## config.mk

```make
export PLATFORM = sky130hd
export DESIGN_NAME = pong_sprite_controller
export DESIGN_NICKNAME = d
export VERILOG_FILES = /design/src/rtl/pong_pkg.sv /design/src/rtl/pong_sprite_controller.sv
export SDC_FILE = /design/constraint.sdc
export NUM_CORES = 1
export LEC_CHECK = 0
export BUFFER_PORTS_ARGS = -buffer_cell sky130_fd_sc_hd__buf_2
export CAP_MARGIN = 5
export CELL_PAD_IN_SITES_DETAIL_PLACEMENT = 1
export CELL_PAD_IN_SITES_GLOBAL_PLACEMENT = 1
export CORE_ASPECT_RATIO = 0.7
export CORE_UTILIZATION = 39
export DETAILED_ROUTE_END_ITERATION = 8
export GPL_TIMING_DRIVEN = 1
export PLACE_DENSITY_LB_ADDON = 0.1
export SLEW_MARGIN = 20
export SYNTH_ARGS = -nofsm -noshare
export SYNTH_HDL_FRONTEND = slang
export SYNTH_SLANG_ARGS = --single-unit
```

## constraint.sdc

```tcl
create_clock -name clock -period 1.6 [get_ports clock]
set_clock_uncertainty 0.05 [all_clocks]
set_input_delay 0.08 -clock clock [delete_from_list [all_inputs] [get_ports clock]]
set_output_delay 0.08 -clock clock [all_outputs]
set_load 0.02 [all_outputs]
```

## src/rtl/pong_pkg.sv

```systemverilog
// Shared types and constants for the Motion Pong sprite control path.
package pong_pkg;

    typedef enum logic [2:0] {
        S_IDLE   = 3'd0,
        S_LOAD_X = 3'd1,
        S_LOAD_Y = 3'd2,
        S_DRAW   = 3'd3,
        S_WAIT   = 3'd4,
        S_ERASE  = 3'd5,
        S_UPDATE = 3'd6
    } state_t;

    localparam int SPRITE_PIXELS = 16;
    localparam int FRAME_TICKS   = 50_000_000;

endpackage

```

## src/rtl/pong_sprite_controller.sv

```systemverilog
// Moore sequencer for the 4x4 sprite datapath: load origin, draw, hold one frame,
// erase, repeat; with latched stop, wait-only pause and a pixel-count watchdog.
module pong_sprite_controller
    import pong_pkg::*;
#(
    parameter int PIXELS  = SPRITE_PIXELS,
    parameter int FRAME_W = 8
) (
    input  logic               clock,
    input  logic               resetn,
    input  logic               go,
    input  logic               stop,
    input  logic               pause,
    input  logic               done,
    input  logic               waited,
    output logic               ld_x,
    output logic               ld_y,
    output logic               sel_col,
    output logic               enable_posCounter,
    output logic               enable_waitCounter,
    output logic               plot,
    output logic               busy,
    output logic [FRAME_W-1:0] frame_count,
    output logic               sync_err
);

    localparam logic [4:0] LAST_PIX = 5'(PIXELS - 1);

    state_t     state;
    logic [4:0] pix_cnt;
    logic       stop_pend;

    always_ff @(posedge clock) begin
        if (!resetn) begin
            state       <= S_IDLE;
            pix_cnt     <= '0;
            stop_pend   <= 1'b0;
            frame_count <= '0;
            sync_err    <= 1'b0;
        end else begin
            // Stop is latched here; the case below clears it when it is honoured.
            if (stop && state != S_IDLE)
                stop_pend <= 1'b1;
            case (state)
                S_IDLE:   if (go && !sync_err) state <= S_LOAD_X;
                S_LOAD_X: state <= S_LOAD_Y;
                S_LOAD_Y: state <= S_DRAW;
                S_DRAW, S_ERASE: begin
                    if (done) begin
                        pix_cnt <= '0;
                        state   <= (state == S_DRAW) ? S_WAIT : S_UPDATE;
                    end else if (pix_cnt == LAST_PIX) begin
                        // Datapath lost sync: the next pixel would overrun the sprite.
                        pix_cnt   <= '0;
                        sync_err  <= 1'b1;
                        stop_pend <= 1'b0;
                        state     <= S_IDLE;
                    end else begin
                        pix_cnt <= pix_cnt + 5'd1;
                    end
                end
                S_WAIT:   if (waited) state <= S_ERASE;
                S_UPDATE: begin
                    frame_count <= frame_count + FRAME_W'(1);
                    if (stop_pend || stop) begin
                        stop_pend <= 1'b0;
                        state     <= S_IDLE;
                    end else begin
                        state <= S_DRAW;
                    end
                end
                default:  state <= S_IDLE;
            endcase
        end
    end

    assign ld_x               = (state == S_LOAD_X);
    assign ld_y               = (state == S_LOAD_Y);
    assign sel_col            = (state == S_ERASE);
    assign enable_posCounter  = (state == S_DRAW) || (state == S_ERASE);
    assign plot               = (state == S_DRAW) || (state == S_ERASE);
    assign enable_waitCounter = (state == S_WAIT) && !pause;
    assign busy               = (state != S_IDLE);

endmodule

```

==> impl_metrics.env, run 1 <==
export IMPL_via_per_inst=5.27
export IMPL_wl_per_cell_um=14.5
export IMPL_critPathLaunch="pix_cnt[0]$_SDFFE_PN0N_"
export IMPL_end_kind="flop"
export IMPL_htreeDepth=1
export IMPL_slew_violations=0
export IMPL_postCtsHoldBufs=0
export IMPL_post_cts_setup_buffer_count=0
export IMPL_netlist_area_mm2=0.00102
export IMPL_floorplan_initialDensity_pct=41.3
export IMPL_dpl_hpwl_um=1740
export IMPL_rsz0062_at_grt="no"
export IMPL_status="finished clean"
export IMPL_finalNonFillerCells=166
export IMPL_pin_count=23
export IMPL_synth_edff_count=0
export IMPL_fp_dieH_um=44.7
export IMPL_vias=874
export IMPL_yosysWarnings=0
export IMPL_place_inst=162
export IMPL_seq_area_frac_synth_pct=35.5
export IMPL_fin_area_mm2=0.00122
export IMPL_required_ns=1.73
export IMPL_grt_pass1_vias=826
export IMPL_die_area_mm2=0.00282
export IMPL_track_usage_pct=18.8
export IMPL_cts_num_sinks=18
export IMPL_path_class="reg2reg"
export IMPL_diodes=0
export IMPL_placed_cell_area_mm2=0.00115
export IMPL_synth_seq_cells=18
export IMPL_io_buffers=22
export IMPL_drtIter0Drc=41
export IMPL_max_freq_ghz=0.671
export IMPL_wl_um=2410
export IMPL_clk_insertion_delay_late_ns=0.26
export IMPL_syn_inst=110
export IMPL_fp_dieW_um=63.0
export IMPL_coreArea_mm2=0.00246
export IMPL_clockBufferDepth=2
export IMPL_antenna_found_initial=0
export IMPL_ir_drop_mv=0.488
export IMPL_r2r_start="pix_cnt[0]$_SDFFE_PN0N_"
export IMPL_fin_crit_sh_pct=93.1
export IMPL_drc=0
export IMPL_clkTransAtPathRegs_ns=0.07
export IMPL_postSynthAreaPerCell_um2=9.24
export IMPL_drive_gt1_share_pct=31.1
export IMPL_ys_types=44
export IMPL_grt_ovfl_total=0
export IMPL_maxSlewHeadroom_pct=75.6
export IMPL_area_growth_pct=19.7
export IMPL_ant_nets=0
export IMPL_ys_async_sr_fraction_pct=0
export IMPL_cts_tree="yes"
export IMPL_final_fill_count=297
export IMPL_crit_arrival_ns=1.62
export IMPL_synth_flop_cell="dfxtp_1"
export IMPL_synth_nets=119
export IMPL_setup_viol=0
export IMPL_critPathLaunchType="flop"
export IMPL_tightest_slew_ns=0.363
export IMPL_finalCriticalPeriod_ns=1.49
export IMPL_nets=142
export IMPL_leakage_uw=0.000576
export IMPL_cap_violations=0
export IMPL_hp_start="done"
export IMPL_pwr_density_cell_mw_per_mm2=845
export IMPL_worstPathMaxFanout=6
export IMPL_grt_pass1_wl_um=3880
export IMPL_clockRootBuffer="clkbuf_8"
export IMPL_holdWs_ns=0.148
export IMPL_placementRows=15
export IMPL_cts_made_buffers=3
export IMPL_hold_violations=0
export IMPL_drt_first_pass_iters=5
export IMPL_hold_path_class="in2reg"
export IMPL_grt_max_degree=21
export IMPL_place_congestion=0.758
export IMPL_fin_setup_tns_ns=0
-- power breakdown --
| part | internal [uW] | switching (uW) |
|---|---|---|
| clock | 219 | 163 |
| combinational | 73.4 | 95.7 |
| sequential | 459 | 17.3 |
-- cell type report --
class,instances,area (um^2),area share [%]
Clock buffer,4,55.1,4.53
Timing Repair Buffer,26,140,11.5
Sequential cell,18,363,29.8
Inverter,4,15.0,1.23
Multi-Input combinational cell,80,601,49.4
Tap cell,34,42.5,3.50
-- layout by cell type, fill, tap and decap left out, types with 4 or more instances in the layout --
cell type	synthesis	final
clkbuf_8	0	4
nor2_1	4	4
buf_2	2	22
inv_1	4	4
nand4_1	4	4
a31oi_1	4	4
nand2_1	8	8
buf_4	1	4
dfxtp_1	18	16
and2_1	6	6
-- through the flow --
stage / power (uW) / util (%) / setup WS, ns
2_1_floorplan: 605 / - / 0.0290
6_report: 1030 / 49.5 / 0.110
3_5_place_dp: 648 / 46.7 / 0.114
5_1_grt: 1080 / 49.5 / 0.0136
4_1_cts: 1030 / 48.9 / 0.00173
3_3_place_gp: 644 / 46.7 / 0.174
-- worst paths after layout --
| path | slack, ns | depth (start not counted) | to |
|---|---|---|---|
| worst max-delay path | 0.11 | 5 | state[2]$_SDFFE_PN0P_ |
| worst min-delay path | 0.15 | 4 | pix_cnt[2]$_SDFFE_PN0N_ |
| worst max register to register | 0.11 | 5 | state[2]$_SDFFE_PN0P_ |
| worst min register to register | 0.41 | 1 | pix_cnt[4]$_SDFFE_PN0N_ |
-- kinds of logic (layout without fill, tap and decap cells) --
group                      after synthesis  in the layout  share of synthesized area (%)
and+or+nand+nor                         51             51                           34.0
DFF                                     18             18                           35.5
AOI/OAI and AO/OA                       17             17                           11.8
buffers and inverters                   12             34                           6.53
xor gates and xnor gates                 7              7                           6.77
muxes                                    3              3                           2.96
adders and majority gates                2              2                           2.46
-- state kept, by name (all words and copies together), names as in the netlist --
signal / cells
sync_err: 1
stop_pend: 1
frame_count: 8
pix_cnt: 5
state: 3
-- critical path, cell delays in order, from the launching register on --
cell      delay [ns]
dfxtp_1         0.33
ha_1            0.25
nand4b_1        0.15
nor3b_4         0.36
nor2b_2         0.09
mux2i_1         0.18
-- timing repair --
action	CTS	global route
setup endpoints to repair	0	3
gates resized for setup	0	3
hold endpoints to repair	0	0
-- per-layer routing --
metal	track usage, %	vias up	routed length, um
li1	-	431	-
met1	22.4	413	1170
met2	32.0	24	1080
met3	5.30	6	106
met4	9.30	0	55
met5	0	-	0
-- synth_stat cells (4+ instances only) --
library cell	number	area share, %
a31oi_1	4	2.5
and2_1	6	3.7
dfxtp_1	18	35
inv_1	4	1.5
nand2_1	8	3.0
nand4_1	4	2.5
nor2_1	4	1.5
No activity file was read; power rests on OpenSTA's default activity.
==> run 2, diff against run 1 <==
Settings changed: CAP_MARGIN 5 to not set, CORE_UTILIZATION 39 to 35.
==> run 2 against run 1 <==
Effect of this change:
- routed wire length shrank 3.8%
- critical endpoint is now enable_waitCounter
- via count shrank 3.0%
- maximum frequency decreased by 1.3%
- hold slack better by 0.0028 ns
- sequential share of layout area grew 0.19 points
- final cell count down 0.60%
- non-clock buffer count fell by 1
- highest routed layer is now met3
- critical path depth shrank 2
- combinational power is essentially flat
==> impl_metrics.env, run 2 (synthesis gave the netlist of run 1 again) <==
export IMPL_area_growth_pct=19.0
export IMPL_nets=141
export IMPL_pin_count=23
export IMPL_hold_end="pix_cnt[2]$_SDFFE_PN0N_"
export IMPL_leakage_uw=0.000570
export IMPL_cts_num_sinks=18
export IMPL_maxSlewHeadroom_pct=77.0
export IMPL_drt_first_pass_iters=4
export IMPL_pwr_density_cell_mw_per_mm2=843
export IMPL_drtIter0Drc=54
export IMPL_hold_path_cell_count=4
export IMPL_r2r_start="pix_cnt[0]$_SDFFE_PN0N_"
export IMPL_placementRows=15
export IMPL_drive_gt1_share_pct=30.5
export IMPL_htreeDepth=1
export IMPL_ir_drop_mv=0.366
export IMPL_clockBufferDepth=2
export IMPL_grt_ovfl_total=0
export IMPL_required_ns=1.47
export IMPL_final_fill_count=319
export IMPL_end_kind="primary output"
export IMPL_grt_pass1_vias=762
export IMPL_dpl_hpwl_um=1770
export IMPL_via_per_inst=5.14
export IMPL_critPathMaxStageDelay_ns=0.46
export IMPL_worstPathMaxFanout=13
export IMPL_status="finished clean"
export IMPL_slew_violations=0
export IMPL_reg2regPathDepth=5
export IMPL_r2r_end="state[2]$_SDFFE_PN0P_"
export IMPL_vias=848
export IMPL_clkTransAtPathRegs_ns=0.07
export IMPL_diodes=0
export IMPL_hold_path_class="in2reg"
export IMPL_floorplan_initialDensity_pct=38.9
export IMPL_largest_register_ffs=8
export IMPL_grt_max_degree=21
export IMPL_largest_register="frame_count"
export IMPL_path_class="reg2out"
export IMPL_track_usage_pct=16.6
export IMPL_top_regs="frame_count: 8 flops, pix_cnt: 5 flops, state: 3 flops"
export IMPL_ant_nets=0
export IMPL_setup_viol=0
export IMPL_die_area_mm2=0.00313
export IMPL_drc=0
export IMPL_clk_insertion_delay_late_ns=0.25
export IMPL_post_cts_setup_buffer_count=0
export IMPL_hold_violations=0
export IMPL_cts_made_buffers=3
export IMPL_rsz0062_at_grt="no"
export IMPL_tightest_slew_ns=0.342
export IMPL_cap_violations=0
export IMPL_max_freq_ghz=0.662
export IMPL_hp_start="done"
export IMPL_io_buffers=22
export IMPL_r2r_slack_ns=0.15
export IMPL_coreArea_mm2=0.00261
export IMPL_holdWs_ns=0.151
export IMPL_final_common_cell="buf_2"
export IMPL_critPathLaunchType="flop"
export IMPL_grt_pass1_wl_um=3740
export IMPL_fp_dieH_um=47.1
export IMPL_slowest_stage="dfxtp_2"
export IMPL_cts_tree="yes"
export IMPL_antenna_found_initial=0
export IMPL_fin_area_mm2=0.00121
export IMPL_crit_arrival_ns=1.38
export IMPL_clockRootBuffer="clkbuf_8"
export IMPL_fp_dieW_um=66.4
export IMPL_wl_per_cell_um=14.1
export IMPL_layout_common_cells="buf_2, dfxtp_1, nand2_1"
export IMPL_place_congestion=0.848
export IMPL_fin_setup_tns_ns=0
export IMPL_placed_cell_area_mm2=0.00114
export IMPL_fin_crit_sh_pct=94.4
export IMPL_finalCriticalPeriod_ns=1.51
export IMPL_wl_um=2320
export IMPL_path_cells="buf_4 > nor4b_1 > buf_2"
## run 2: cell count changes in the layout (fill, tap and decap cells not counted)
cell	delta
buf_4	-1
## run 2: per-layer routing
| layer | vias up | routed length (um) | GRT usage, % |
|---|---|---|---|
| met5 | - | 0 | 0 |
| met4 | 0 | 0 | 2.55 |
| met3 | 0 | 114 | 4.37 |
| met2 | 26 | 934 | 22.7 |
| met1 | 396 | 1270 | 25.9 |
| li1 | 426 | - | - |
## run 2: power by group
group | internal, uW | leakage (uW) | switching (uW)
sequential | 459 | 0.000146 | 16.0
combinational | 72.8 | 0.000395 | 97.7
clock | 219 | 0.0000288 | 155
total | 751 | 0.000570 | 268
## run 2: layout make-up
class / count / area [um^2] / share of cell area [%]
multi-input combinational: 80 / 601 / 49.7
tap: 34 / 42.5 / 3.52
clock buffer: 4 / 55.1 / 4.55
timing repair buffer: 25 / 133 / 11.0
sequential: 18 / 363 / 30.0
inverter: 4 / 15.0 / 1.24
## run 2: timing repair
item | 4_1_cts | 5_1_grt
gates resized for setup | 1 | 2
endpoints found under the setup margin | 3 | 2
pin swaps | 0 | 0
hold endpoints to repair | 0 | 0
hold buffers | 0 | 0
## run 2: through the flow
stage          total power, uW  instances  setup WS, ns  utilization (%)
4_1_cts                   1030        165        0.0512             45.9
3_5_place_dp               648        161        0.0931             43.7
6_report                  1020        165        0.0899             46.3
3_3_place_gp               647        161         0.123             43.7
2_1_floorplan              605        110        0.0290                -
5_1_grt                   1070        165        0.0259             46.3
## run 2: worst max path at each step
stage | from | end | cells past startpoint
after CTS | state[1]$_SDFFE_PN0P_ | enable_posCounter | 4
after detailed placement | state[2]$_SDFFE_PN0P_ | state[2]$_SDFFE_PN0P_ | 5
after global placement | state[2]$_SDFFE_PN0P_ | state[2]$_SDFFE_PN0P_ | 5
final | state[2]$_SDFFE_PN0P_ | enable_waitCounter | 3
after floorplan | state[2]$_SDFFE_PN0P_ | enable_waitCounter | 3
after global routing | state[2]$_SDFFE_PN0P_ | enable_waitCounter | 3
## run 2: critical path, delay by kind of cell (launching register included)
family | cells | cell delay [ns]
buffers and inverters | 2 | 0.43
DFF | 1 | 0.46
and+or+nand+nor | 1 | 0.23
==> run 3, diff against run 2 <==
Clock period 1.6 ns to 1.9 ns, I/O delays scaled along.
==> run 3 against run 2 <==
Effect of this change:
- hold slack improved by 0.027 ns
- combinational power fell by 29%
- global-route usage is 2.4 points higher
- critical path type unchanged
- largest power group unchanged
- highest routed layer is now met4
==> impl_metrics.env, run 3 (synthesis gave the netlist of run 1 again) <==
export IMPL_rsz0062_at_grt="no"
export IMPL_path_class="reg2out"
export IMPL_fin_util_pct=45.2
export IMPL_slowest_stage="dfxtp_1"
export IMPL_coreArea_mm2=0.00261
export IMPL_fin_setup_tns_ns=0
export IMPL_postCtsHoldBufs=0
export IMPL_fin_ws_ns=0.0886
export IMPL_wl_um=2650
export IMPL_critPathMaxStageDelay_ns=0.69
export IMPL_cts_num_sinks=18
export IMPL_final_common_cell="buf_2"
export IMPL_critPathLaunchType="flop"
export IMPL_cts_tree="yes"
export IMPL_leakage_uw=0.000557
export IMPL_track_usage_pct=19.0
export IMPL_p_comb_share_pct=14.1
export IMPL_diodes=0
export IMPL_path_cells="xnor2_2 > nand2b_4 > inv_1 > buf_2"
export IMPL_ir_drop_mv=0.444
export IMPL_drc=0
export IMPL_clk_insertion_delay_late_ns=0.26
export IMPL_fp_dieW_um=66.4
export IMPL_nets=139
export IMPL_layout_common_cells="buf_2, dfxtp_1, nand2_1"
export IMPL_place_congestion=0.731
export IMPL_ant_nets=0
export IMPL_fp_dieH_um=47.1
export IMPL_antenna_found_initial=0
export IMPL_p_sw_uw=233
export IMPL_p_clk_share_pct=37.7
export IMPL_floorplan_initialDensity_pct=38.9
export IMPL_io_buffers=22
export IMPL_cts_made_buffers=3
export IMPL_clockRootBuffer="clkbuf_8"
export IMPL_max_freq_ghz=0.552
export IMPL_pwr_density_cell_mw_per_mm2=725
export IMPL_hold_violations=0
export IMPL_placementRows=15
export IMPL_largest_register_ffs=8
export IMPL_maxSlewHeadroom_pct=61.4
export IMPL_total_power_uw=855
export IMPL_p_seq_share_pct=48.3
export IMPL_holdWs_ns=0.178
export IMPL_largest_register="frame_count"
export IMPL_die_area_mm2=0.00313
export IMPL_cap_violations=0
export IMPL_status="finished clean"
export IMPL_drive_gt1_share_pct=27.9
export IMPL_crit_arrival_ns=1.67
export IMPL_drt_first_pass_iters=4
export IMPL_clkTransAtPathRegs_ns=0.07
export IMPL_vias=858
export IMPL_clockBufferDepth=2
export IMPL_final_fill_count=323
export IMPL_end_kind="primary output"
export IMPL_setup_viol=0
export IMPL_area_growth_pct=16.1
export IMPL_top_regs="frame_count: 8 flops, pix_cnt: 5 flops, state: 3 flops"
export IMPL_grt_ovfl_total=0
export IMPL_grt_pass1_wl_um=4250
export IMPL_drtIter0Drc=24
export IMPL_pre_cts_ws_ns=0.215
export IMPL_post_cts_setup_buffer_count=0
export IMPL_pin_count=23
export IMPL_htreeDepth=1
export IMPL_tightest_slew_ns=0.578
export IMPL_grt_max_degree=21
export IMPL_via_per_inst=5.26
export IMPL_grt_pass1_vias=845
export IMPL_dpl_hpwl_um=1960
export IMPL_power_share_switching_pct=27.3
export IMPL_intPower_uw=622
export IMPL_wl_per_cell_um=16.2
export IMPL_required_ns=1.75
export IMPL_slew_violations=0
export IMPL_cts_resized=0
export IMPL_finalCriticalPeriod_ns=1.81
export IMPL_hold_path_class="in2reg"
export IMPL_worstPathMaxFanout=13
export IMPL_fin_crit_sh_pct=95.3
## run 3: stage by stage
| step | cell area (um^2) | cells |
|---|---|---|
| final | 1180 | 163 |
| after global routing | 1180 | 163 |
| after CTS | 1180 | 163 |
| after detailed placement | 1120 | 159 |
| after global placement | 1120 | 159 |
| after floorplan | 1020 | 110 |
## run 3: path summary, 6_finish.rpt
check | start | end | slack, ns | depth (start not counted)
worst min-delay path | done | pix_cnt[2]$_SDFFE_PN0N_ | 0.18 | 4
worst min register to register | pix_cnt[4]$_SDFFE_PN0N_ | pix_cnt[4]$_SDFFE_PN0N_ | 0.42 | 1
worst max-delay path | state[1]$_SDFFE_PN0P_ | enable_posCounter | 0.09 | 4
worst max register to register | state[2]$_SDFFE_PN0P_ | state[2]$_SDFFE_PN0P_ | 0.20 | 5
## run 3: final cells by class
type                    instances  area [um^2]  share of cell area (%)
clock buffers                   4         55.1                    4.67
inverters                       4         15.0                    1.27
multi-input cells              80          589                    49.9
flip-flops and latches         18          360                    30.5
well taps                      34         42.5                    3.61
repair buffers                 23          118                    9.97
## run 3: power groups by stage
stage / clock, uW / sequential [uW] / combinational (uW)
CTS: 333 / 412 / 121
global placement: 0 / 417 / 118
global route: 343 / 414 / 132
floorplan: 0 / 401 / 108
detailed placement: 0 / 420 / 119
finish: 322 / 413 / 120
## run 3: worst max-delay path, delay by kind of cell (launching register included)
family,cells,cell delay [ns]
AND/OR/NAND/NOR,1,0.19
buffers and inverters,2,0.33
XOR/XNOR,1,0.19
flip-flops,1,0.69
## run 3: routing by layer
layer / wire [um] / vias up / GRT usage [%]
met1: 1380 / 409 / 26.5
li1: - / 426 / -
met3: 132 / 2 / 5.83
met2: 1110 / 21 / 28.6
met4: 20 / 0 / 5.53
met5: 0 / - / 0
